--- config.mk ---
export PLATFORM = sky130hd
export DESIGN_NAME = packed_cmd_arbiter
export DESIGN_NICKNAME = d
export VERILOG_FILES = /design/src/rtl/packed_cmd_arbiter_pkg.sv /design/src/rtl/bsg_arb_round_robin.sv /design/src/rtl/packed_cmd_arbiter.sv
export SDC_FILE = /design/constraint.sdc
export NUM_CORES = 1
export LEC_CHECK = 0
export BUFFER_PORTS_ARGS = -buffer_cell sky130_fd_sc_hd__buf_2
export CORE_MARGIN = 5
export CORE_UTILIZATION = 40
export CTS_CLUSTER_DIAMETER = 60
export DETAILED_ROUTE_END_ITERATION = 16
export PLACE_DENSITY = 0.87
export SLEW_MARGIN = 20
export SYNTH_ARGS = -nofsm -noshare
export SYNTH_HDL_FRONTEND = slang
export SYNTH_SLANG_ARGS = --single-unit
--- constraint.sdc ---
create_clock -name clk_i -period 3.2 [get_ports clk_i]
set_input_delay 0 -clock clk_i [delete_from_list [all_inputs] [get_ports clk_i]]
set_output_delay 0 -clock clk_i [all_outputs]
set_load 0.1 [all_outputs]
--- src/rtl/packed_cmd_arbiter_pkg.sv ---
// ============================================================================
//  Module      : packed_cmd_arbiter_pkg
//  Description : Packed-command layout, arbiter FSM states and error data.
//  Revision    : 1.0 - initial release
// ============================================================================
`default_nettype none

package packed_cmd_arbiter_pkg;

    typedef struct packed {
        logic        write_not_read;
        logic [22:0] addr;
        logic [7:0]  data;
    } packed_cmd_s;

    localparam int c_cmd_width = $bits(packed_cmd_s);

    typedef enum logic [1:0] {
        e_idle      = 2'd0,
        e_wait_resp = 2'd1,
        e_err_resp  = 2'd2
    } arb_state_e;

    // Returned to the owning requester in place of real data after a timeout
    localparam logic [31:0] c_timeout_data = 32'hDEAD_BEEF;

    function automatic logic cmd_is_write(input logic [c_cmd_width-1:0] cmd);
        return cmd[c_cmd_width-1];
    endfunction

endpackage

`default_nettype wire

--- src/rtl/bsg_arb_round_robin.sv ---
// ============================================================================
//  Module      : bsg_arb_round_robin
//  Description : Round-robin arbiter; pointer advances past the winner on yumi.
//  Revision    : 1.0 - initial release
// ============================================================================
`default_nettype none

module bsg_arb_round_robin #(
    parameter int width_p = 2
) (
    input  logic                                   clk_i,
    input  logic                                   reset_i,
    input  logic [width_p-1:0]                     reqs_i,
    output logic [width_p-1:0]                     grants_o,
    output logic [(width_p>1?$clog2(width_p):1)-1:0] tag_o,
    output logic                                   v_o,
    input  logic                                   yumi_i
);

    localparam int c_tag_w = (width_p > 1) ? $clog2(width_p) : 1;

    logic [c_tag_w-1:0] r_ptr;
    logic [c_tag_w-1:0] w_tag;
    logic               w_found;

    function automatic logic [c_tag_w-1:0] wrap_idx(input logic [c_tag_w-1:0] base,
                                                    input int                 offset);
        int sum;
        sum = int'(base) + offset;
        if (sum >= width_p) begin
            sum = sum - width_p;
        end
        return c_tag_w'(sum);
    endfunction

    // Search starts at the pointer so the last winner has lowest priority
    always_comb begin
        w_found = 1'b0;
        w_tag   = '0;
        for (int i = 0; i < width_p; i++) begin
            if (!w_found && reqs_i[wrap_idx(r_ptr, i)]) begin
                w_found = 1'b1;
                w_tag   = wrap_idx(r_ptr, i);
            end
        end
    end

    assign tag_o    = w_tag;
    assign v_o      = w_found;
    assign grants_o = w_found ? (width_p'(1) << w_tag) : '0;

    always_ff @(posedge clk_i) begin
        if (reset_i) begin
            r_ptr <= '0;
        end else if (yumi_i) begin
            r_ptr <= (w_tag == c_tag_w'(width_p - 1)) ? '0 : w_tag + 1'b1;
        end
    end

endmodule

`default_nettype wire

--- src/rtl/packed_cmd_arbiter.sv ---
// ============================================================================
//  Module      : packed_cmd_arbiter
//  Description : Arbitrates packed commands onto one channel and routes read
//                responses back to the issuing requester, with timeout.
//  Revision    : 1.0 - initial release
// ============================================================================
`default_nettype none

module packed_cmd_arbiter
    import packed_cmd_arbiter_pkg::*;
#(
    parameter int num_req_p = 2,
    parameter int timeout_p = 1024
) (
    input  logic                        clk_i,
    input  logic                        reset_i,
    input  logic [num_req_p-1:0][31:0]  req_data_i,
    input  logic [num_req_p-1:0]        req_v_i,
    output logic [num_req_p-1:0]        req_ready_o,
    output logic [31:0]                 resp_data_o,
    output logic [num_req_p-1:0]        resp_v_o,
    input  logic [num_req_p-1:0]        resp_ready_i,
    output logic [31:0]                 data_o,
    output logic                        v_o,
    input  logic                        ready_i,
    input  logic [31:0]                 data_i,
    input  logic                        v_i,
    output logic                        ready_o,
    output logic                        timeout_o,
    output logic [7:0]                  drop_count_o
);

    localparam int c_owner_w = $clog2(num_req_p);
    localparam int c_timer_w = $clog2(timeout_p);

    arb_state_e              r_state;
    arb_state_e              w_state_n;
    logic [c_owner_w-1:0]    r_owner;
    logic [c_owner_w-1:0]    w_owner_n;
    logic [c_timer_w-1:0]    r_timer;
    logic [c_timer_w-1:0]    w_timer_n;
    logic                    r_timeout;
    logic                    w_timeout_set;
    logic [7:0]              r_drop_count;
    logic                    w_drop;

    logic [num_req_p-1:0]    w_grants;
    logic [c_owner_w-1:0]    w_grant;
    logic                    w_arb_v;
    logic                    w_cmd_hs;

    assign w_cmd_hs = (r_state == e_idle) & ~reset_i & w_arb_v & ready_i;

    bsg_arb_round_robin #(
        .width_p (num_req_p)
    ) u_rr (
        .clk_i    (clk_i),
        .reset_i  (reset_i),
        .reqs_i   (req_v_i),
        .grants_o (w_grants),
        .tag_o    (w_grant),
        .v_o      (w_arb_v),
        .yumi_i   (w_cmd_hs)
    );

    always_comb begin
        w_state_n     = r_state;
        w_owner_n     = r_owner;
        w_timer_n     = r_timer;
        w_timeout_set = 1'b0;
        w_drop        = 1'b0;
        v_o           = 1'b0;
        req_ready_o   = '0;
        data_o        = req_data_i[w_grant];
        resp_v_o      = '0;
        resp_data_o   = '0;
        ready_o       = 1'b0;

        case (r_state)
            e_idle: begin
                v_o         = w_arb_v & ~reset_i;
                req_ready_o = reset_i ? '0 : (w_grants & {num_req_p{ready_i}});
                // Nothing is outstanding, so any response here is stale
                ready_o     = 1'b1;
                w_drop      = v_i;
                if (w_cmd_hs && !cmd_is_write(req_data_i[w_grant])) begin
                    w_owner_n = w_grant;
                    w_timer_n = '0;
                    w_state_n = e_wait_resp;
                end
            end
            e_wait_resp: begin
                resp_v_o[r_owner] = v_i & ~reset_i;
                resp_data_o       = data_i;
                ready_o           = resp_ready_i[r_owner];
                // A response in the expiry cycle wins over the timeout
                if (v_i && resp_ready_i[r_owner]) begin
                    w_state_n = e_idle;
                end else if (r_timer == c_timer_w'(timeout_p - 1)) begin
                    w_state_n     = e_err_resp;
                    w_timeout_set = 1'b1;
                end else begin
                    w_timer_n = r_timer + 1'b1;
                end
            end
            e_err_resp: begin
                resp_v_o[r_owner] = ~reset_i;
                resp_data_o       = c_timeout_data;
                if (resp_ready_i[r_owner]) begin
                    w_state_n = e_idle;
                end
            end
            default: begin
                w_state_n = e_idle;
            end
        endcase
    end

    always_ff @(posedge clk_i) begin
        if (reset_i) begin
            r_state      <= e_idle;
            r_owner      <= '0;
            r_timer      <= '0;
            r_timeout    <= 1'b0;
            r_drop_count <= 8'd0;
        end else begin
            r_state <= w_state_n;
            r_owner <= w_owner_n;
            r_timer <= w_timer_n;
            if (w_timeout_set) begin
                r_timeout <= 1'b1;
            end
            if (w_drop && (r_drop_count != 8'hFF)) begin
                r_drop_count <= r_drop_count + 8'd1;
            end
        end
    end

    assign timeout_o    = r_timeout;
    assign drop_count_o = r_drop_count;

endmodule

`default_nettype wire

==> key figures <==
Yosys
  – Synth unique cells: 38
  – Sequential fraction of the synthesis area: 24.3%
  – Synth area leader: dfxtp_1
  – Syn Area/Cell: 8.41 sq um
  – Synth top area cells: dfxtp_1 (24%), mux2_2 (19%), a21o_1 (10%)
  – Simple-gate area share of the yosys netlist: 23.2%
  – Synthesized flop and latch total: 23
  – Dominant combinational cell family by area after synthesis: simple AND/OR/NAND/NOR gates
  – Synthesis warning total: 0
  – Gate Count Post-Synth: 225
  – Top cell type's share of synthesized area: 24.3%
  – Mapped Area: 1890 sq um
  – Post-synth net total: 335
  – Post-synthesis mux area share: 20.1%
  – Post-Synth Adder-Cell Area: 3.97%
  – Post-Synth XOR/XNOR Area: 5.56%
  – Compound-Gate Fraction of Synth Area: 19.2%

Pwr
  – Psw: 0.769 mW
  – Worst vdd ir: 0.000401 V
  – Power Density: 462 nW/um^2
  – Pleak: 1.73 nW
  – Combinational Power Share: 62.3%
  – Seq pwr share: 23.5%
  – Net Sw Frac: 57.3%
  – Clk network pwr share: 14.2%
  – Internal power: 0.573 mW

Critical path
  – Crit-path max FO: 24
  – Reg2reg setup slack: 1.00 ns
  – Worst Setup End Kind: output port
  – Worst EP required: 3.20 ns
  – WS Path Type: reg -> out
  – CP startpoint kind: flop
  – Critical Path AT: 2.51 ns

Timing
  – Fin. Hold Viols: 0
  – Relative slew slack: 45.9%
  – Crit path time final: 2.51 ns
  – Final count of negative-setup-slack endpoints: 0
  – Worst-Margin Slew: 0.812 ns
  – Setup TNS: 0 ns
  – Crit share post-route: 78.4%
  – FMAX: 0.398 GHz
  – Max Clock Skew: 0.00350 ns
  – RSZ-0062 raised after global routing: no
  – Final Max Slew Viols: 0

Drt
  – DR WL met3: 859 um
  – Routed length per placed instance: 16.1 um
  – WL final: 7370 um
  – Via density: 5.20
  – First-pass DRT Iterations: 4
  – Residual DRC: 0
  – Via count: 2,377
  – Detail Route Antenna Nets: 0
  – Routed metal-1 wire length: 2670 um
  – DR iter-0 viols: 70
  – DR top layer: met4
  – Met2 WL: 3760 um

Clocking
  – Clock H-tree levels: 1
  – TritonCTS clock tree: built
  – CTS clock-pin slew for the worst setup and hold paths: 0.08 ns
  – # clock sinks: 23
  – Clk root buf: clkbuf_8
  – CTS max path bufs: 2
  – Inserted Clock Buffers: 3
  – Clock latency on the worst-skew pair: 0.27 ns

Job
  – Count of maximum capacitance violations: 0

Floorplanning
  – Top-Level Pins: 183
  – Initial Util: 40.6%
  – Core area: 4660 sq um
  – Die Y: 78.8 um
  – Die ar.: 6200 sq um
  – Die Wd: 78.8 um
  – Num rows: 25

Global route
  – First-pass GRT wire length: 10,800 um
  – Largest net degree at the start of global routing: 25
  – GRT Total Usage: 21.7%
  – Vias in the first global route: 2,283
  – Grt total ovfl: 0
  – Initial antenna violation count: 1

Final layout
  – Most frequent cells in the layout: buf_2 (182), mux2_2 (32), a21o_1 (26)
  – Layout Nets: 513
  – Filler Cell Count: 408
  – Area of the multi-input gates: 1370 sq um
  – P&R area growth vs syn: 53.6%
  – Commonest non-fill, non-tap cell in the layout: buf_2
  – Share of layout cells above drive strength 1: 56.0%
  – Post-Layout Inst Area: 2910 sq um
  – FF+latch area: 460 sq um

Placed design
  – Final Wtd Congestion: 0.836
  – DP HPWL: 6100 um
  – IO Port Bufs: 182
  – Post-DP Area: 2850 sq um

Min path
  – Hold WC Path Type: in -> reg

Run status
  – Outcome: finished, final reports clean
## Yosys cell counts (all sizes together)
library cell and n:
mux2 32, nor3b 2, o21ai 4, o211ai 1, nor2 21, dfxtp 23, o41ai 1, clkbuf 12
and4b 1, a311oi 2, ha 6, o32ai 2, nor3 3, or4 1, nand3 9, a21o 26
and2 3, nand4 7, nor2b 2, clkinv 1, xnor2 1, nand2 17, and4 1, a21oi 10
nand2b 1, and3 12, o31a 1, mux2i 2, xor2 11, o211a 1, o311a 1, inv 5
or3 3
## cell families (layout without fill, tap and decap cells)
| group | Yosys count | in the layout |
|---|---|---|
| compound gates | 49 | 49 |
| xor+xnor | 12 | 12 |
| fa+ha+maj | 6 | 6 |
| buf+inv | 18 | 195 |
| flops | 23 | 23 |
| mux | 34 | 34 |
| other cells | 0 | 1 |
| simple gates | 83 | 83 |
## cell type report
class / instances / share of cell area [%]
sequential: 23 / 15.8
clock buffer: 3 / 1.42
timing repair buffer: 185 / 32.2
antenna: 1 / 0.0861
tap: 54 / 2.32
inverter: 6 / 0.775
multi-input combinational: 184 / 47.1
clock inverter: 1 / 0.258
## worst paths after layout
| check | start | end | cells past startpoint |
|---|---|---|---|
| max | r_state[1]$_SDFFE_PP0P_ | resp_data_o[28] | 5 |
| min | req_data_i[63] | r_owner$_SDFFE_PP0P_ | 4 |
| max reg2reg | r_state[0]$_SDFFE_PP0P_ | r_timer[0]$_SDFFE_PP0P_ | 7 |
| min reg2reg | u_rr.r_ptr$_SDFFE_PP0P_ | u_rr.r_ptr$_SDFFE_PP0P_ | 1 |
## critical path: stages (launching register included)
cell	delay, ns
dfxtp_1	0.33
inv_1	0.10
ha_1	0.46
and2_1	0.70
a21o_1	0.22
buf_2	0.42
## flip-flops by register name, indices dropped and copies added, names as in the netlist
name          cells
r_timer          10
drop_count_o      8
r_state           2
r_owner           1
timeout_o         1
u_rr.r_ptr        1
## power groups by stage
stage	clock, mW	sequential [mW]	combinational (mW)
after global placement	0	0.321	0.820
after detailed placement	0	0.322	0.833
after floorplan	0	0.379	0.613
final	0.191	0.316	0.835
after CTS	0.197	0.316	0.835
after global routing	0.208	0.319	0.873
## metal layers
metal  vias up  GRT usage (%)
li1       1172              -
met1      1087           23.0
met2       113           39.9
met3         5           8.50
met4         0           5.42
met5         -              0
## metrics by stage
stage	hold slack (ns)	power, mW	instances	utilization [%]	setup slack, ns
floorplan	0.0721	0.992	225	-	0.235
global placement	0.271	1.14	451	61.0	1.04
detailed placement	0.277	1.15	451	61.0	1.02
CTS	0.0342	1.35	456	62.3	0.713
global route	0.0864	1.40	457	62.4	0.528
finish	0.0394	1.34	457	62.4	0.690
## what timing repair did
item	CTS	global route
resized for setup	0	0
endpoints found under the hold margin	1	0
endpoints found under the setup margin	0	0
hold buffers	1	0
buffers inserted	0	0
Power figures use the tool's default switching activity.
